$ cat src/rtl/vga_fill_sequencer_pkg.sv
`default_nettype none
// ============================================================================
//  Module      : vga_fill_sequencer_pkg
//  Description : Shared widths, colour codes and fill-state encoding for the
//                VGA rectangle-fill engine.
//  Revision    : 1.0 - initial release
// ============================================================================
package vga_fill_sequencer_pkg;

    localparam int VGA_COLOR_W = 3;
    localparam int VGA_X_W     = 8;
    localparam int VGA_Y_W     = 8;

    // 3-bit RGB: bit2 = red, bit1 = green, bit0 = blue
    localparam logic [VGA_COLOR_W-1:0] COLOR_BLACK   = 3'd0;
    localparam logic [VGA_COLOR_W-1:0] COLOR_BLUE    = 3'd1;
    localparam logic [VGA_COLOR_W-1:0] COLOR_GREEN   = 3'd2;
    localparam logic [VGA_COLOR_W-1:0] COLOR_CYAN    = 3'd3;
    localparam logic [VGA_COLOR_W-1:0] COLOR_RED     = 3'd4;
    localparam logic [VGA_COLOR_W-1:0] COLOR_MAGENTA = 3'd5;
    localparam logic [VGA_COLOR_W-1:0] COLOR_YELLOW  = 3'd6;
    localparam logic [VGA_COLOR_W-1:0] COLOR_WHITE   = 3'd7;

    typedef enum logic [1:0] {
        FILL_IDLE = 2'd0,
        FILL_RUN  = 2'd1,
        FILL_DONE = 2'd2
    } fill_state_t;

    function automatic logic checker_odd(input logic x_lsb, input logic y_lsb);
        return x_lsb ^ y_lsb;
    endfunction

endpackage
`default_nettype wire

$ cat src/rtl/vga_xy_counter.sv
`default_nettype none
// ============================================================================
//  Module      : vga_xy_counter
//  Description : Two-level raster counter (X inner, Y outer) with equality
//                terminals. Outputs the pixel addressed this cycle.
//  Revision    : 1.0 - initial release
// ============================================================================
module vga_xy_counter #(
    parameter int X_W = 8,
    parameter int Y_W = 8
) (
    input  logic           Clock,
    input  logic           Reset,
    input  logic           iLoad,
    input  logic           iStep,
    input  logic [X_W-1:0] iX0,
    input  logic [X_W-1:0] iX1,
    input  logic [Y_W-1:0] iY0,
    input  logic [Y_W-1:0] iY1,
    output logic [X_W-1:0] oCurX,
    output logic [Y_W-1:0] oCurY,
    output logic           oLast
);
    logic [X_W-1:0] x_q, x_d, x0_q, x0_d, x1_q, x1_d;
    logic [Y_W-1:0] y_q, y_d, y1_q, y1_d;

    // A load presents the first pixel in the same cycle so it can be written
    // and stepped past immediately.
    always_comb begin
        x0_d  = iLoad ? iX0 : x0_q;
        x1_d  = iLoad ? iX1 : x1_q;
        y1_d  = iLoad ? iY1 : y1_q;
        oCurX = iLoad ? iX0 : x_q;
        oCurY = iLoad ? iY0 : y_q;
        oLast = (oCurX == x1_d) && (oCurY == y1_d);
        x_d   = oCurX;
        y_d   = oCurY;
        if (iStep) begin
            if (oCurX == x1_d) begin
                x_d = x0_d;
                y_d = oCurY + 1'b1;
            end else begin
                x_d = oCurX + 1'b1;
            end
        end
    end

    always_ff @(posedge Clock) begin
        if (!Reset) begin
            x_q  <= '0;
            y_q  <= '0;
            x0_q <= '0;
            x1_q <= '0;
            y1_q <= '0;
        end else begin
            x_q  <= x_d;
            y_q  <= y_d;
            x0_q <= x0_d;
            x1_q <= x1_d;
            y1_q <= y1_d;
        end
    end

endmodule
`default_nettype wire

$ cat src/rtl/vga_fill_sequencer.sv
`default_nettype none
// ============================================================================
//  Module      : vga_fill_sequencer
//  Description : Rectangle-fill engine sharing the video-RAM write port with
//                CPU writes (CPU wins). Optional: VGA_FILL_CHECKER_EN.
//  Revision    : 1.0 - initial release
// ============================================================================
module vga_fill_sequencer
    import vga_fill_sequencer_pkg::*;
#(
    parameter int COLOR_W = VGA_COLOR_W,
    parameter int X_W     = VGA_X_W,
    parameter int Y_W     = VGA_Y_W
) (
    input  logic               Clock,
    input  logic               Reset,
    input  logic               iStart,
    input  logic               iAbort,
    input  logic [X_W-1:0]     iX0,
    input  logic [X_W-1:0]     iX1,
    input  logic [Y_W-1:0]     iY0,
    input  logic [Y_W-1:0]     iY1,
    input  logic [COLOR_W-1:0] iColor,
    input  logic [COLOR_W-1:0] iColorAlt,
    input  logic               iCpuWe,
    input  logic [X_W-1:0]     iCpuX,
    input  logic [Y_W-1:0]     iCpuY,
    input  logic [COLOR_W-1:0] iCpuColor,
    output logic               oWe,
    output logic [X_W-1:0]     oX,
    output logic [Y_W-1:0]     oY,
    output logic [COLOR_W-1:0] oColor,
    output logic               oBusy,
    output logic               oDone
);
    fill_state_t        state_q, state_d;
    logic               we_q, we_d, busy_q, busy_d, done_q, done_d;
    logic [X_W-1:0]     x_q, x_d;
    logic [Y_W-1:0]     y_q, y_d;
    logic [COLOR_W-1:0] color_q, color_d, fill_color_q, fill_color_d;
    logic [COLOR_W-1:0] pix_color;
    logic               start_ok, bounds_ok, cnt_load, fill_slot;
    logic [X_W-1:0]     cur_x;
    logic [Y_W-1:0]     cur_y;
    logic               cur_last;
`ifdef VGA_FILL_CHECKER_EN
    logic [COLOR_W-1:0] alt_color_q, alt_color_d;
`else
    logic               unused_color_alt;
    assign unused_color_alt = ^iColorAlt;
`endif

    vga_xy_counter #(
        .X_W (X_W),
        .Y_W (Y_W)
    ) u_counter (
        .Clock (Clock),
        .Reset (Reset),
        .iLoad (cnt_load),
        .iStep (fill_slot),
        .iX0   (iX0),
        .iX1   (iX1),
        .iY0   (iY0),
        .iY1   (iY1),
        .oCurX (cur_x),
        .oCurY (cur_y),
        .oLast (cur_last)
    );

    always_comb begin
        start_ok     = (state_q == FILL_IDLE) && iStart && !iAbort;
        bounds_ok    = (iX0 <= iX1) && (iY0 <= iY1);
        cnt_load     = start_ok && bounds_ok;
        // A fill pixel goes out only in a slot the CPU leaves free.
        fill_slot    = (cnt_load || ((state_q == FILL_RUN) && !iAbort)) && !iCpuWe;
        fill_color_d = start_ok ? iColor : fill_color_q;
`ifdef VGA_FILL_CHECKER_EN
        alt_color_d  = start_ok ? iColorAlt : alt_color_q;
        pix_color    = checker_odd(cur_x[0], cur_y[0]) ? alt_color_d : fill_color_d;
`else
        pix_color    = fill_color_d;
`endif

        state_d = state_q;
        case (state_q)
            FILL_IDLE: begin
                if (start_ok) begin
                    if (!bounds_ok)
                        state_d = FILL_DONE;
                    else if (fill_slot && cur_last)
                        state_d = FILL_DONE;
                    else
                        state_d = FILL_RUN;
                end
            end
            FILL_RUN: begin
                if (iAbort)
                    state_d = FILL_IDLE;
                else if (fill_slot && cur_last)
                    state_d = FILL_DONE;
            end
            FILL_DONE: state_d = FILL_IDLE;
            default:   state_d = FILL_IDLE;
        endcase

        we_d    = 1'b0;
        x_d     = x_q;
        y_d     = y_q;
        color_d = color_q;
        if (iCpuWe) begin
            we_d    = 1'b1;
            x_d     = iCpuX;
            y_d     = iCpuY;
            color_d = iCpuColor;
        end else if (fill_slot) begin
            we_d    = 1'b1;
            x_d     = cur_x;
            y_d     = cur_y;
            color_d = pix_color;
        end
        busy_d = (state_d == FILL_RUN) || fill_slot;
        done_d = (state_q == FILL_DONE);
    end

    always_ff @(posedge Clock) begin
        if (!Reset) begin
            state_q      <= FILL_IDLE;
            we_q         <= 1'b0;
            x_q          <= '0;
            y_q          <= '0;
            color_q      <= '0;
            busy_q       <= 1'b0;
            done_q       <= 1'b0;
            fill_color_q <= '0;
`ifdef VGA_FILL_CHECKER_EN
            alt_color_q  <= '0;
`endif
        end else begin
            state_q      <= state_d;
            we_q         <= we_d;
            x_q          <= x_d;
            y_q          <= y_d;
            color_q      <= color_d;
            busy_q       <= busy_d;
            done_q       <= done_d;
            fill_color_q <= fill_color_d;
`ifdef VGA_FILL_CHECKER_EN
            alt_color_q  <= alt_color_d;
`endif
        end
    end

    assign oWe    = we_q;
    assign oX     = x_q;
    assign oY     = y_q;
    assign oColor = color_q;
    assign oBusy  = busy_q;
    assign oDone  = done_q;

endmodule
`default_nettype wire

$ cat config.mk
export PLATFORM = sky130hd
export DESIGN_NAME = vga_fill_sequencer
export DESIGN_NICKNAME = d
export VERILOG_FILES = /design/src/rtl/vga_fill_sequencer_pkg.sv /design/src/rtl/vga_xy_counter.sv /design/src/rtl/vga_fill_sequencer.sv
export SDC_FILE = /design/constraint.sdc
export NUM_CORES = 1
export LEC_CHECK = 0
export CAP_MARGIN = 15
export CORE_ASPECT_RATIO = 1.25
export CORE_MARGIN = 2
export CORE_UTILIZATION = 25
export DETAILED_ROUTE_END_ITERATION = 7
export PLACE_DENSITY = 0.51
export SYNTH_ARGS = -nofsm -noshare
export SYNTH_HDL_FRONTEND = slang
export SYNTH_SLANG_ARGS = --single-unit
$ cat constraint.sdc
create_clock -name Clock -period 3.02 [get_ports Clock]
set_input_delay 0.302 -clock Clock [delete_from_list [all_inputs] [get_ports Clock]]
set_output_delay 0.302 -clock Clock [all_outputs]
set_load 0.005 [all_outputs]
**Word-level counts from Yosys, hierarchy flattened**

Cells that the tools add are included.

- Register bits after elaboration: 67
- Input port bits: 62
- Output and inout bits: 22

- Add/subtract/negate cells: 2
- $lt $le $gt $ge: 2
- Equality and inequality tests: 5
- Mux-type cells: 24
- Reduce and logical (&&, ||, !) cells: 14

Operators with widths:

| cell | number |
|---|---|
| $mux 8 | 13 |
| $add 8x1->8 const B | 2 |
| $eq 8x8->1 | 2 |
| $le 8x8->1 | 2 |
| $mux 2 | 5 |
| $mux 3 | 3 |
| $logic_and 1x1->1 | 8 |
| $eq 2x1->1 const B | 2 |
| $pmux 2 s2 | 1 |
| $eq 2x2->1 const B | 1 |
| $logic_not 1->1 | 2 |
| $logic_not 2->1 | 1 |
| $logic_or 1x1->1 | 2 |
| $mux 1 | 2 |
| $reduce_bool 2->1 | 1 |

**Longest topological paths before layout**

- Word-level depth: 14
- Mapped depth: 15
- Gate-level depth less buffers: 14

**Cells and area by module**

Synthesis repeated with hierarchy kept, for this count alone.

- Cells, all modules: 535
- Area, all modules: 4345.4 um^2

By module, submodules not included:

| module | times used | cells each | area each (um^2) | seq. area each (um^2) |
|---|---|---|---|---|
| vga_xy_counter | 1 | 250 | 2230.9 | 800.8 |
| vga_fill_sequencer | 1 | 285 | 2114.5 | 540.5 |

**Worst setup path after synthesis**

Ideal clock, no wire load.

- Path kind: in2reg
- Start: in iY1[3]
- End: reg u_counter.x_q[4]
- Library setup time: 0.059 ns
- Arrival: 3.075 ns
- Data required time: 2.961 ns
- Path slack: -0.114 ns
- Stages: 13
- Cell sequence: inv_1 > ha_1 > and4_1 > nand2b_1 > nand2_1 > nor3b_4 > nand2_2 > buf_6 > mux2_2 > ha_1 > or4b_2 > a311oi_1 > o31a_1

- Word-level cells in the longest chain between the ends: 7
- Elaborated cells between the ends (all ways): 12
- Those cells by class: 1 x add/sub; 1 x order compare; 1 x eq/ne; 5 x mux; 4 x reduce/logical

Ends and longest elaborated chain:

| what | line | text |
|---|---|---|
| start: declaration | vga_fill_sequencer.sv:22 | `input logic [Y_W-1:0] iY1,` |
| $le 8x8->1 (*) | vga_fill_sequencer.sv:72 | `bounds_ok = (iX0 <= iX1) && (iY0 <= iY1);` |
| $logic_and 1x1->1 (*) | vga_fill_sequencer.sv:72 |  |
| $logic_and 1x1->1 (*) | vga_fill_sequencer.sv:73 | `cnt_load = start_ok && bounds_ok;` |
| $mux 8, on equally long branches | vga_xy_counter.sv:33, vga_xy_counter.sv:31 |  |
| $add 8x1->8 or $eq 8x8->1 (tied branches) | vga_xy_counter.sv:43, vga_xy_counter.sv:39 |  |
| $mux 8 | vga_xy_counter.sv:39 | `if (oCurX == x1_d) begin` |
| $mux 8 (*) | vga_xy_counter.sv:38 | `if (iStep) begin` |
| end signal: assignment | vga_xy_counter.sv:50 | `x_q <= '0;` |
| end signal: assignment | vga_xy_counter.sv:56 | `x_q <= x_d;` |
| end: declaration | vga_xy_counter.sv:24 | `logic [X_W-1:0] x_q, x_d, x0_q, x0_d, x1_q, x1_d;` |

Every way passes the cells marked *; elsewhere a longest branch is shown, timed or not.
A chain may end at the register's enable or synchronous reset.

**Worst setup path after layout**

- Start: in iX1[1]
- End: reg u_counter.x_q[4]

- Word-level cells in the longest chain between the ends: 7
- Elaborated cells between the ends (all ways): 12
- Those cells by class: 1 x add/sub; 1 x order compare; 1 x eq/ne; 5 x mux; 4 x reduce/logical

Ends and longest elaborated chain:

| what | line | text |
|---|---|---|
| start: declaration | vga_fill_sequencer.sv:20 | `input logic [X_W-1:0] iX1,` |
| $le 8x8->1 | vga_fill_sequencer.sv:72 |  |
| $logic_and 1x1->1 | vga_fill_sequencer.sv:72 |  |
| $logic_and 1x1->1 | vga_fill_sequencer.sv:73 |  |
| $mux 8, on equally long branches | vga_xy_counter.sv:33, vga_xy_counter.sv:31 |  |
| $add 8x1->8 or $eq 8x8->1 (tied branches) | vga_xy_counter.sv:43, vga_xy_counter.sv:39 |  |
| $mux 8 | vga_xy_counter.sv:39 |  |
| $mux 8 (*) | vga_xy_counter.sv:38 |  |

Marked as above.

==> summary.md <==
| Metric | Value |
|---|---|
| Routed len/inst | between 15 and 20 microns |
| First-pass GRT wire length | 21940 microns |
| Number of max-cap violations | 0 |
| P_leak | 2.637 nW |
| Total of flip-flops plus latches after synthesis | 67 |
| CP required | around 3200 ps |
| Share of post-route cells with drive strength above 1 | 0.2215 |
| Combinational family with the most area after synthesis | simple AND/OR/NAND/NOR gates |
| Commonest non-fill, non-tap cells in the layout | sky130_fd_sc_hd__buf_4, sky130_fd_sc_hd__dfxtp_1, sky130_fd_sc_hd__clkdlybuf4s50_1, sky130_fd_sc_hd__nand2_1, sky130_fd_sc_hd__a21oi_1 |
| Floorplan Core Area | 15700 sq um |
| Initial detailed-routing violation count | 136 |
| Worst-case reg-to-reg path depth | 8 |
| Library cells used by synthesis | 62 |
| Most common cell after layout, fill and taps aside | sky130_fd_sc_hd__buf_4 |
| Worst-case setup slack after placement | -335.9 ps |
| Top flip-flop cell by instance count after synthesis | sky130_fd_sc_hd__dfxtp_1 |
| Die width | 117.7 microns |
| Vias | 4131 |
| Vias in the first global route | 4348 |
| Number of inserted filler cells in the final layout | 1617 |
| Number of nets with antenna violations after routing | 0 |
| Longest Clk Path Bufs | 2 |
| Final Hold Fails | 0 |
| Synthesized-area fraction occupied by and/or/nand/nor cells | 0.2102 |
| Clock Root Buffer | sky130_fd_sc_hd__clkbuf_16 |
| Standard-cell rows | 51 |
| Total of warnings raised by yosys | 0 |
| Sequential cell area | 1341 sq um |
| Netlist Area Pre-Place | approximately 4000 sq um |
| Number of synthesized flops with an enable pin | 0 |
| Number of placed I/O pins | 84 |
| Overall routing resource usage | 0.1583 |
| Min-Delay Path Depth | 4 |
| Total Routed Length | 13520 microns |
| Worst rel slew slack | 0.5814 |
| Insertion delay of the later-clocked pin in the worst-skew pair | ~330 ps |
| Critical Path Start Type | input port |
| Pin count of the biggest net entering global routing | 39 |
| Fin Clk Skew | 7.791 ps |
| Power per cell area | 449.9 nW/um^2 |
| Post-synthesis share of cell area spent on full adders, half adders and majority gates | 0.05573 |
| Ratio of final minimum period to clock period | 0.9535 |
| CTS hold repair buffers | 0 |
| Top cells by area, synth | sky130_fd_sc_hd__dfxtp_1, sky130_fd_sc_hd__mux2i_1, sky130_fd_sc_hd__nand2_1 |
| Non-filler cells in the finished layout | 853 |
| Largest stage delay on the critical path | 470 ps |
| Cell count after synthesis | 487 |
| Final setup margin | 140.5 ps |
| Nets in the synthesized netlist | 567 |
| Mapped Avg Cell Area | 8.299 sq um |
| Worst min-delay path category | in -> reg |
| Antenna diode instance count | 0 |
| Crit Path Max Fanout | 4 |
| Cell at the slowest stage of the critical path | sky130_fd_sc_hd__clkdlybuf4s50_1 |
| Overall die height | 146.2 microns |
| DP Wirelength | 10580 microns |
| Remaining global-route overflow | 0 |
| Sum of internal, switching and leakage power | 0.002764 W |
| Area taken by multi-input logic gates | 2666 sq um |
| Number of antenna violations at the first check in global routing | 0 |
| Status | finished, final reports clean |
| Post-synthesis xor/xnor area fraction | 0.07585 |
| Number of clock buffers inserted by TritonCTS | 9 |
| Area share of the largest cell type after synthesis | 0.3319 |
| Fraction of registers with async set/reset | 0 |
| Sequential element share of the synthesized area | 0.3319 |
| Worst Tran Pin Value | between 600 and 700 ps |
| Count of final setup violators | 0 |
| Critical Path, Cell by Cell | clkdlybuf4s50_1, inv_1, ha_4, nor2b_1, o211ai_1, a21oi_2, o21ai_2, nand2_2, mux2_4, ha_4, and3_4, a311oi_2, a311oi_2, o31a_1 |
| I/O Buffers | 80 |
| Peak VDD IR | approximately 0.2 mV |
| Post-detailed-route DRC marker count | 0 |
| Die area | ~17000 sq um |
| Cell type contributing the most total cell area after synthesis | sky130_fd_sc_hd__dfxtp_1 |
| CTS tree | built |
| Mux share of post-synthesis cell area | 0.1028 |
| Area growth syn-to-layout | 52.01% |
| Effective utilization at floorplan | 0.2575 |
| Vias per cell | 4.843 |
| Final Util | 0.3914 |
| Clock period minus worst slack | 2880 ps |
| Final Net Count | 716 |
| Clk sink count | 67 |
| Maximum level of the CTS H-tree | 3 |
| Endpoint kind of the worst setup timing path | register |
| Endpoint arrival time on the critical path | 3100 ps |
| Number of search-and-repair iterations in the first detailed-routing pass | 4 |
| Achievable clock frequency | 347.3 MHz |
| Synth Area in Compound Gates | 0.1771 |
| RD Place Congestion | 0.8638 |
| Post-CTS clock slew at the launch and capture registers of the worst setup and hold paths | roughly 60 ps |
| Final-layout setup total negative slack | 0 ps |
| Startpoint-to-endpoint class of the critical path | in -> reg |
| Placed cell count | 834 |
| Final Max Slew Viols | 0 |
==> Yosys cell counts (4+ instances only) <==
cell                       instances
sky130_fd_sc_hd__xor2_1           25
sky130_fd_sc_hd__nor3_1            4
sky130_fd_sc_hd__nand4_1           6
sky130_fd_sc_hd__inv_1            19
sky130_fd_sc_hd__a31oi_1           4
sky130_fd_sc_hd__nand3_1          29
sky130_fd_sc_hd__buf_2             5
sky130_fd_sc_hd__a21oi_1          44
sky130_fd_sc_hd__xnor2_1          10
sky130_fd_sc_hd__and2_1            4
sky130_fd_sc_hd__dfxtp_1          67
sky130_fd_sc_hd__nor4_1            6
sky130_fd_sc_hd__ha_1             18
sky130_fd_sc_hd__clkbuf_1         11
sky130_fd_sc_hd__mux2_2           12
sky130_fd_sc_hd__o21ai_1           4
sky130_fd_sc_hd__nand2_1          66
sky130_fd_sc_hd__mux2i_1          28
sky130_fd_sc_hd__and3_1            9
sky130_fd_sc_hd__o21ai_0          29
sky130_fd_sc_hd__nor2_1           23
==> critical path: cells and delay by family <==
family	cells	cell delay [ps]
buffers and inverters	2	530
and+or+nand+nor	3	420
AOI/OAI and AO/OA	6	1110
adders and majority gates	2	380
muxes	1	340
==> where the power goes <==
group	switching [W]	total, W	internal [W]
clock	0.000384	0.00109	0.000703
sequential	0.0000362	0.000968	0.000932
combinational	0.000341	0.000708	0.000368
==> what timing repair did <==
action	CTS	global route
endpoints found under the setup margin	1	9
pin swaps	1	13
resized for setup	0	36
setup buffers	0	3
cloned	0	0
==> kinds of logic (layout without fill, tap and decap cells) <==
logic type / count (synthesis) / in the layout
muxes: 40 / 40
DFF: 67 / 67
and+or+nand+nor: 169 / 169
adders and majority gates: 18 / 18
AOI/OAI and AO/OA: 115 / 115
xor gates and xnor gates: 35 / 35
buffers and inverters: 43 / 197
==> area by class of cell <==
class | instances | share of cell area
multi-input combinational | 377 | 0.4340
sequential | 67 | 0.2183
tap | 212 | 0.04318
inverter | 20 | 0.01222
clock buffer | 12 | 0.04338
timing repair buffer | 161 | 0.2411
clock inverter | 4 | 0.007739
==> final timing paths <==
| path | startpoint | endpoint | slack (ps) |
|---|---|---|---|
| max | iX1[1] | u_counter.x_q[4] | 140 |
| min | iY1[2] | u_counter.y1_q[2] | 400 |
| max reg2reg | u_counter.x_q[5] | u_counter.y_q[3] | 620 |
| min reg2reg | u_counter.x0_q[4] | u_counter.x0_q[4] | 450 |
==> stage by stage <==
stage          area (sq um)  hold slack (ps)
6_report               6143            397.6
3_5_place_dp           5640            443.3
5_1_grt                6143            406.4
4_1_cts                5954            450.7
2_1_floorplan          4064            431.9
3_3_place_gp           5640            440.9
==> flip-flops by register name (all words and copies together), names as in the netlist <==
| name | flops |
|---|---|
| fill_color_q | 3 |
| u_counter.y1_q | 8 |
| oY | 8 |
| u_counter.x_q | 8 |
| oColor | 3 |
| oDone | 1 |
| u_counter.x0_q | 8 |
| oX | 8 |
| u_counter.x1_q | 8 |
| state_q | 2 |
| u_counter.y_q | 8 |
| oWe | 1 |
| oBusy | 1 |
==> routing by layer <==
metal	vias to the layer above	GRT usage	routed length (microns)
li1	2034	-	-
met1	1959	0.1752	5436
met2	106	0.2907	7085
met3	32	0.03242	509
met4	0	0.06928	486
met5	-	0	0
(Power assumes the default switching activity.)
